**config.mk**
```make
export PLATFORM = sky130hd
export DESIGN_NAME = mem_access_unit
export DESIGN_NICKNAME = d
export VERILOG_FILES = /design/src/rtl/mem_access_unit.sv
export SDC_FILE = /design/constraint.sdc
export NUM_CORES = 1
export LEC_CHECK = 0
export BUFFER_PORTS_ARGS = -buffer_cell sky130_fd_sc_hd__buf_2
export CAP_MARGIN = 5
export CORE_MARGIN = 2
export CORE_UTILIZATION = 35
export CTS_BUF_LIST = sky130_fd_sc_hd__clkbuf_4 sky130_fd_sc_hd__clkbuf_8
export DETAILED_ROUTE_END_ITERATION = 8
export PLACE_DENSITY = 0.65
export SLEW_MARGIN = 20
export SYNTH_ARGS = -nofsm -noshare
export SYNTH_HDL_FRONTEND = slang
export SYNTH_SLANG_ARGS = --single-unit
```
**constraint.sdc**
```tcl
create_clock -name clk -period 2.5 [get_ports clk]
set_clock_uncertainty 0.15 [all_clocks]
set_input_delay 0.25 -clock clk [delete_from_list [all_inputs] [get_ports clk]]
set_output_delay 0.25 -clock clk [all_outputs]
set_load 0.03 [all_outputs]
```
**src/rtl/mem_access_unit.sv**
```systemverilog
// MEM-stage load/store unit: builds byte-enabled word accesses for the data cache,
// flags AdEL/AdES, holds a load across a cache read stall and registers the MEM/WB result.
module mem_access_unit (
    input  logic        clk,
    input  logic        rst,
    input  logic        mem_valid,
    input  logic        mem_read,
    input  logic        mem_write,
    input  logic [1:0]  mem_size,
    input  logic        mem_unsigned,
    input  logic [31:0] mem_addr,
    input  logic [31:0] mem_wdata,
    input  logic        flush,
    output logic        data_en,
    output logic [31:0] data_addr,
    output logic [3:0]  data_wen,
    output logic [31:0] data_wdata,
    input  logic [31:0] data_rdata,
    input  logic        dcache_stall,
    output logic        lsu_stall,
    output logic        wb_valid,
    output logic [31:0] wb_rdata,
    output logic        wb_adel,
    output logic        wb_ades,
    output logic [31:0] wb_badvaddr
);

    typedef enum logic {S_IDLE = 1'b0, S_RD_WAIT = 1'b1} state_t;

    state_t      r_state, w_next;
    logic [31:0] r_req_addr;
    logic [1:0]  r_req_size;
    logic        r_req_unsigned;

    logic        w_op, w_fault, w_accept, w_latch;
    logic        w_wb_valid, w_wb_adel, w_wb_ades;
    logic [31:0] w_wb_rdata, w_wb_badvaddr;

    function automatic logic f_misaligned(input logic [1:0] size, input logic [1:0] off);
        return ((size == 2'd1) && off[0]) || ((size == 2'd2) && (off != 2'd0));
    endfunction

    function automatic logic [3:0] f_byte_en(input logic [1:0] size, input logic [1:0] off);
        case (size)
            2'd0:    return 4'b0001 << off;
            2'd1:    return off[1] ? 4'b1100 : 4'b0011;
            2'd2:    return 4'b1111;
            default: return 4'b0000;
        endcase
    endfunction

    function automatic logic [31:0] f_store_data(input logic [1:0] size, input logic [31:0] wdata);
        case (size)
            2'd0:    return {4{wdata[7:0]}};
            2'd1:    return {2{wdata[15:0]}};
            default: return wdata;
        endcase
    endfunction

    function automatic logic [31:0] f_load_ext(input logic [31:0] word, input logic [1:0] size,
                                               input logic uns, input logic [1:0] off);
        logic [7:0]  b;
        logic [15:0] h;
        b = word[{off, 3'b000} +: 8];
        h = off[1] ? word[31:16] : word[15:0];
        case (size)
            2'd0:    return {{24{~uns & b[7]}}, b};
            2'd1:    return {{16{~uns & h[15]}}, h};
            default: return word;
        endcase
    endfunction

    // Faults only matter for live ops; a faulted op never reaches the cache.
    assign w_op     = mem_valid & (mem_read | mem_write) & ~flush;
    assign w_fault  = w_op & f_misaligned(mem_size, mem_addr[1:0]);
    assign w_accept = w_op & (mem_size != 2'd3) & ~w_fault;
    assign w_latch  = (r_state == S_IDLE) & w_accept & mem_read & dcache_stall;

    always_comb begin
        w_next        = r_state;
        data_en       = 1'b0;
        data_addr     = 32'd0;
        data_wen      = 4'b0000;
        data_wdata    = 32'd0;
        lsu_stall     = dcache_stall;
        w_wb_valid    = 1'b0;
        w_wb_rdata    = 32'd0;
        w_wb_adel     = 1'b0;
        w_wb_ades     = 1'b0;
        w_wb_badvaddr = 32'd0;
        case (r_state)
            S_IDLE: begin
                data_en    = w_accept;
                data_addr  = {mem_addr[31:2], 2'b00};
                data_wdata = f_store_data(mem_size, mem_wdata);
                if (w_accept && mem_write)
                    data_wen = f_byte_en(mem_size, mem_addr[1:0]);
                if (w_latch)
                    w_next = S_RD_WAIT;
                // A stalled cycle leaves a bubble in MEM/WB.
                if (!dcache_stall) begin
                    w_wb_valid    = mem_valid & ~flush;
                    w_wb_adel     = w_fault & mem_read;
                    w_wb_ades     = w_fault & mem_write;
                    w_wb_badvaddr = w_fault ? mem_addr : 32'd0;
                    if (w_accept && mem_read)
                        w_wb_rdata = f_load_ext(data_rdata, mem_size, mem_unsigned, mem_addr[1:0]);
                end
            end
            S_RD_WAIT: begin
                if (flush) begin
                    w_next = S_IDLE;
                end else begin
                    data_en   = 1'b1;
                    data_addr = {r_req_addr[31:2], 2'b00};
                    if (!dcache_stall) begin
                        w_next     = S_IDLE;
                        w_wb_valid = 1'b1;
                        w_wb_rdata = f_load_ext(data_rdata, r_req_size, r_req_unsigned,
                                                r_req_addr[1:0]);
                    end
                end
            end
            default: w_next = S_IDLE;
        endcase
    end

    always_ff @(posedge clk) begin
        if (!rst) begin
            r_state        <= S_IDLE;
            r_req_addr     <= 32'd0;
            r_req_size     <= 2'd0;
            r_req_unsigned <= 1'b0;
            wb_valid       <= 1'b0;
            wb_rdata       <= 32'd0;
            wb_adel        <= 1'b0;
            wb_ades        <= 1'b0;
            wb_badvaddr    <= 32'd0;
        end else begin
            r_state <= w_next;
            if (w_latch) begin
                r_req_addr     <= mem_addr;
                r_req_size     <= mem_size;
                r_req_unsigned <= mem_unsigned;
            end
            wb_valid    <= w_wb_valid;
            wb_rdata    <= w_wb_rdata;
            wb_adel     <= w_wb_adel;
            wb_ades     <= w_wb_ades;
            wb_badvaddr <= w_wb_badvaddr;
        end
    end

endmodule

```
* After elaboration in Yosys (flattened, before gate mapping)
Index checks and enable logic that the tools add are counted.
Cells by class: equality and inequality tests 4, shifts and indexed selects 3, mux-type cells 27, bitwise operators 22, reductions and logical operators 10
Operator list (count):
- case mux 32 bit (2 select lines) | 5
- two-way mux 32 bit | 6
- indexed part select 32 x 6 -> 8 bit | 2
- two-way mux 16 bit | 2
- AND 1 bit | 15
- two-way mux 4 bit | 3
- case mux 4 bit (3 select lines) | 1
- two-way mux 1 bit | 7
- inverter 1 bit | 6
- case mux 1 bit (2 select lines) | 3
- == test 2 x 1 -> 1 bit (second input constant) | 2
- logical AND 1 bit | 4
- zero test 2 bit | 2
- OR reduction 4 bit | 1
- << shifter 1 x 2 -> 4 bit (first input constant) | 1
- OR reduction 3 bit | 1
- == test 2 bit (second input constant) | 1
- inequality test 2 bit (second input constant) | 1
- nonzero test 2 bit | 1
- logical OR 1 bit | 1
- OR 1 bit | 1
Storage, ports and cells: register bits after elaboration 103, bits of input ports 106

* Depth between registers and ports, before layout
word-level depth 11, depth in mapped cells 8, mapped depth without buffers 5

* Worst setup path before layout
Ideal clock, no wire load.
kind input to output, from input mem_size[1], to output data_wen[0], data arrival time 2.381 ns, required time 2.100 ns, path slack -0.281 ns, stages on the path 4, buffers on the path 3, cells stage by stage buf_2 > clkbuf_1 > clkbuf_1 > a2111oi_0
Between the ends: word-level cells in the longest chain between the ends 9, elaborated cells on any way between the ends 15
RTL lines:
- from (decl) | RTL line 9 | input logic [1:0] mem_size,
- == test 2 x 1 -> 1 bit / == test 2 bit (equally long branches) | RTL line 40, 44
- logical AND 1 bit | RTL line 40 | return ((size == 2'd1) && off[0]) || ((size == 2'd2) && (off != 2'd0));
- logical OR 1 bit | RTL line 40
- AND 1 bit | RTL line 75 | assign w_fault = w_op & f_misaligned(mem_size, mem_addr[1:0]);
- inverter 1 bit (no line)
- AND 1 bit | RTL line 76 | assign w_accept = w_op & (mem_size != 2'd3) & ~w_fault;
- logical AND 1 bit | RTL line 96 | if (w_accept && mem_write)
- two-way mux 4 bit (*) | RTL line 96
- two-way mux 4 bit (*) | RTL line 91 | case (r_state)
- to (decl) | RTL line 16 | output logic [3:0] data_wen,
Every way passes the cells marked *; elsewhere a longest branch is shown, timed or not.

* Worst setup path after layout
from input mem_valid, to output data_wen[0]
Between the ends: word-level cells in the longest chain between the ends 8, elaborated cells on any way between the ends 9
RTL lines:
- from (decl) | RTL line 6 | input logic mem_valid,
- AND 1 bit (*) (2 in series) | RTL line 74 | assign w_op = mem_valid & (mem_read | mem_write) & ~flush;
- AND 1 bit | RTL line 75
- inverter 1 bit (no line)
- AND 1 bit (*) | RTL line 76
- logical AND 1 bit (*) | RTL line 96
- two-way mux 4 bit (*) | RTL line 96
- two-way mux 4 bit (*) | RTL line 91
Marks and branches as above.

==> impl_results.rst <==
.. list-table::
   :header-rows: 1

   * - Metric
     - Value
   * - CTS max path bufs
     - 2
   * - Endpoint class of the critical path
     - output pin
   * - Most used flip-flop cell after synthesis
     - dfxtp_1
   * - DRT Pass-1 Iters
     - 5
   * - Final setup TNS
     - 0 ns
   * - Flop-to-flop setup slack
     - 0.38 ns
   * - Gate count after technology mapping
     - 681
   * - Average wire per cell in the routed design
     - roughly 16 um
   * - Most repeated cell in the gate-level netlist after synthesis
     - dfxtp_1
   * - Clk Tree Root Cell
     - clkbuf_8
   * - Power density over the cells
     - 463 mW/mm2
   * - Hold Vio Cnt, Final
     - 0
   * - Total leakage power
     - 3.93 nW
   * - Number of nets with antenna violations after detailed routing
     - 0
   * - Die boundary width
     - between 100 and 150 um
   * - Commonest cells post-synth
     - dfxtp_1, nand2_1, mux2i_1
   * - Start of the worst register-to-register path
     - r_req_addr[1]
   * - Worst reg-to-reg path cell count
     - 5
   * - Ys async rst share
     - 0%
   * - Post-route DRC violation count
     - 0
   * - Top cells by area, synth
     - dfxtp_1, mux2i_1, nand2_1, nor2b_1, o22ai_1
   * - Fin area
     - around 0.0076 mm2
   * - Worst Setup Start Kind
     - primary input
   * - Highest net fanout along the worst path
     - 4
   * - Worst min-delay path startpoint
     - mem_read
   * - Total number of vias
     - approximately 5800
   * - GRT Overall Usage
     - a little over a fifth
   * - Source-to-sink clock delay at the later pin of the worst-skew pair
     - between 0.3 and 0.4 ns
   * - Final Power
     - approximately 3.5 mW
   * - Initial core utilization
     - a little over a third
   * - Number of synthesized flops with an enable pin
     - 0
   * - Synthesis-stage register bit count
     - between 100 and 150
   * - Maximum clock frequency
     - approximately 0.43 GHz
   * - Slew of the pin with the lowest slew margin
     - a little over 0.6 ns
   * - Number of antenna violations at the first check in global routing
     - 0
   * - Post-synthesis instance area
     - ~0.0055 mm2
   * - FF-to-FF End
     - wb_rdata[13]
   * - Number of top-level design ports
     - 243
   * - Data required time at the worst endpoint
     - between 2 and 2.5 ns
   * - WS Path Type
     - in -> out
   * - Sink of the worst hold path
     - wb_adel
   * - Post-synth cell types
     - 46
   * - Overflow left after global routing
     - 0
   * - Min Tclk post-route
     - between 2 and 2.5 ns
   * - Global-route wire length before repair
     - roughly 28000 um
   * - Slew margin rel.
     - between 50% and 60%
   * - Area share of the largest cell type after synthesis
     - between 30 and 40%
   * - Number of filler instances in the final layout
     - ~1500
   * - Maximum level of the CTS H-tree
     - 3
   * - Count of port buffers added during placement
     - between 200 and 250
   * - # Post-CTS Setup Buffers
     - 0
   * - Result of the run
     - completed
   * - Via count of the first global-routing pass
     - about 5400
   * - Worst hold path depth
     - 2
   * - CTS tree
     - built
   * - Largest voltage drop on the vdd net
     - ~0.37 mV
   * - Avg Inst Size Synth
     - 8.14 um2
   * - Number of sinks on the clock net
     - ~100
   * - Routability-driven placement congestion ratio
     - ~0.84
   * - Yosys warning total
     - 0
   * - Cell taking the most area after synthesis
     - dfxtp_1
   * - Unrepaired setup endpoints after global routing
     - no
   * - Mean number of vias per cell
     - between 4 and 5
   * - Die Ht
     - 130 um
   * - Floorplan core area
     - 0.0153 mm2
   * - Number of clock buffers inserted by TritonCTS
     - 9
   * - Row count
     - 45
   * - Post-cts resize count
     - 0
   * - Clock-pin slew on the worst setup and hold paths
     - approximately 0.090 ns
   * - Final count of pins violating max slew
     - 0
   * - Starting DRC count in detailed routing
     - approximately 400
   * - Max_cap viols
     - 0
   * - Area Growth Syn to Fin
     - 37.9%
   * - Sequential cell area fraction in the yosys report
     - a little under two fifths
   * - Detailed Place HPWL
     - about 13000 um
   * - Pin count of the biggest net entering global routing
     - 47
   * - Arrival time at the worst endpoint
     - between 1.5 and 2 ns
   * - Net count, final
     - roughly 1100
   * - Type of the tightest min-delay check
     - in -> reg
   * - Period Utilization, post-route
     - roughly 90%
   * - Final number of setup-violating endpoints
     - 0
   * - Area of the die
     - between 0.015 and 0.02 mm2
   * - Antenna Cells
     - 0
   * - Fraction of layout instances using a drive strength above 1
     - between 30% and 40%
   * - Total placed instance area
     - roughly 0.0069 mm2
   * - Detailed Route WL
     - around 18000 um
[per-stage QoR]
| step | hold WS, ns | setup WS, ns | cells | utilization, % |
|---|---|---|---|---|
| global route | 0.0178 | 0.0803 | 1163 | 49.9 |
| finish | 0.0349 | 0.201 | 1163 | 49.9 |
| CTS | 0.00111 | 0.180 | 1163 | 49.9 |
| detailed placement | 0.335 | 0.418 | 1098 | 45.4 |
| global placement | 0.332 | 0.448 | 1098 | 45.4 |
| floorplan | 0.210 | 0.124 | 682 | - |
[layer usage]
layer	track usage, %	routed length, um	up-vias
li1	-	-	2858
met1	25.7	7460	2674
met2	37.8	9060	248
met3	5.17	1450	21
met4	6.45	319	0
met5	0	0	-
[registers in the layout, indices dropped and copies added (netlist names)]
name and cells:
r_req_addr 32, r_req_size 2, r_req_unsigned 1, r_state 1, wb_adel 1, wb_ades 1, wb_badvaddr 32, wb_rdata 32
wb_valid 1
[worst max-delay path, cell delays in order]
cell and delay, ns:
dlygate4sd3_1 0.53, buf_2 0.13, nor3b_4 0.24, nand2_1 0.14, a2111oi_1 0.32, buf_2 0.29
[placed cells by master, fill, tap and decap left out, drive strengths merged, types with 3 or more instances in the layout]
cell type	n
nand2	81
a221oi	14
clkbuf	10
a21o	17
a2bb2oi	7
or2	4
inv	49
clkinv	3
nor2	35
a21oi	34
dlygate4sd3	50
nand2b	5
dfxtp	103
buf	267
mux2i	62
nor2b	47
mux2	8
and2	35
nor3	4
a221o	7
o22ai	47
o21ai	40
[timing repair]
action	in CTS	in global routing
hold endpoints to repair	76	0
hold buffers	50	0
endpoints found under the setup margin	0	0
[power by group]
group          internal (mW)  total, mW  switching [mW]
clock network          0.472       1.08           0.609
logic                  0.315      0.792           0.477
registers               1.65       1.66         0.00769
[area by class of cell]
cell class              instances  area [um2]  share of cell area, %
multi-input cells             469        3020                   39.6
flip-flops and latches        103        2070                   27.0
repair buffers                317        1920                   25.1
well taps                     211         264                   3.46
inverters                      48         180                   2.36
clock buffers                  10         131                   1.72
clock inverters                 5        57.6                  0.753
[kinds of logic after synthesis]
group,share of synthesized area [%]
AOI/OAI and AO/OA,21.3
xor gates and xnor gates,0.158
buffers and inverters,8.47
DFF,37.2
muxes,12.8
other,0.0677
and+or+nand+nor,20.0
[worst max path at each step]
stage	endpoint	slack, ns	from
after floorplan	data_wen[0]	0.12	mem_size[1]
after global placement	wb_rdata[25]	0.45	mem_addr[1]
after detailed placement	wb_rdata[26]	0.42	mem_addr[1]
after CTS	data_wen[0]	0.18	mem_valid
after global routing	data_wen[0]	0.08	mem_valid
final	data_wen[0]	0.20	mem_valid
(Power assumes the default switching activity.)
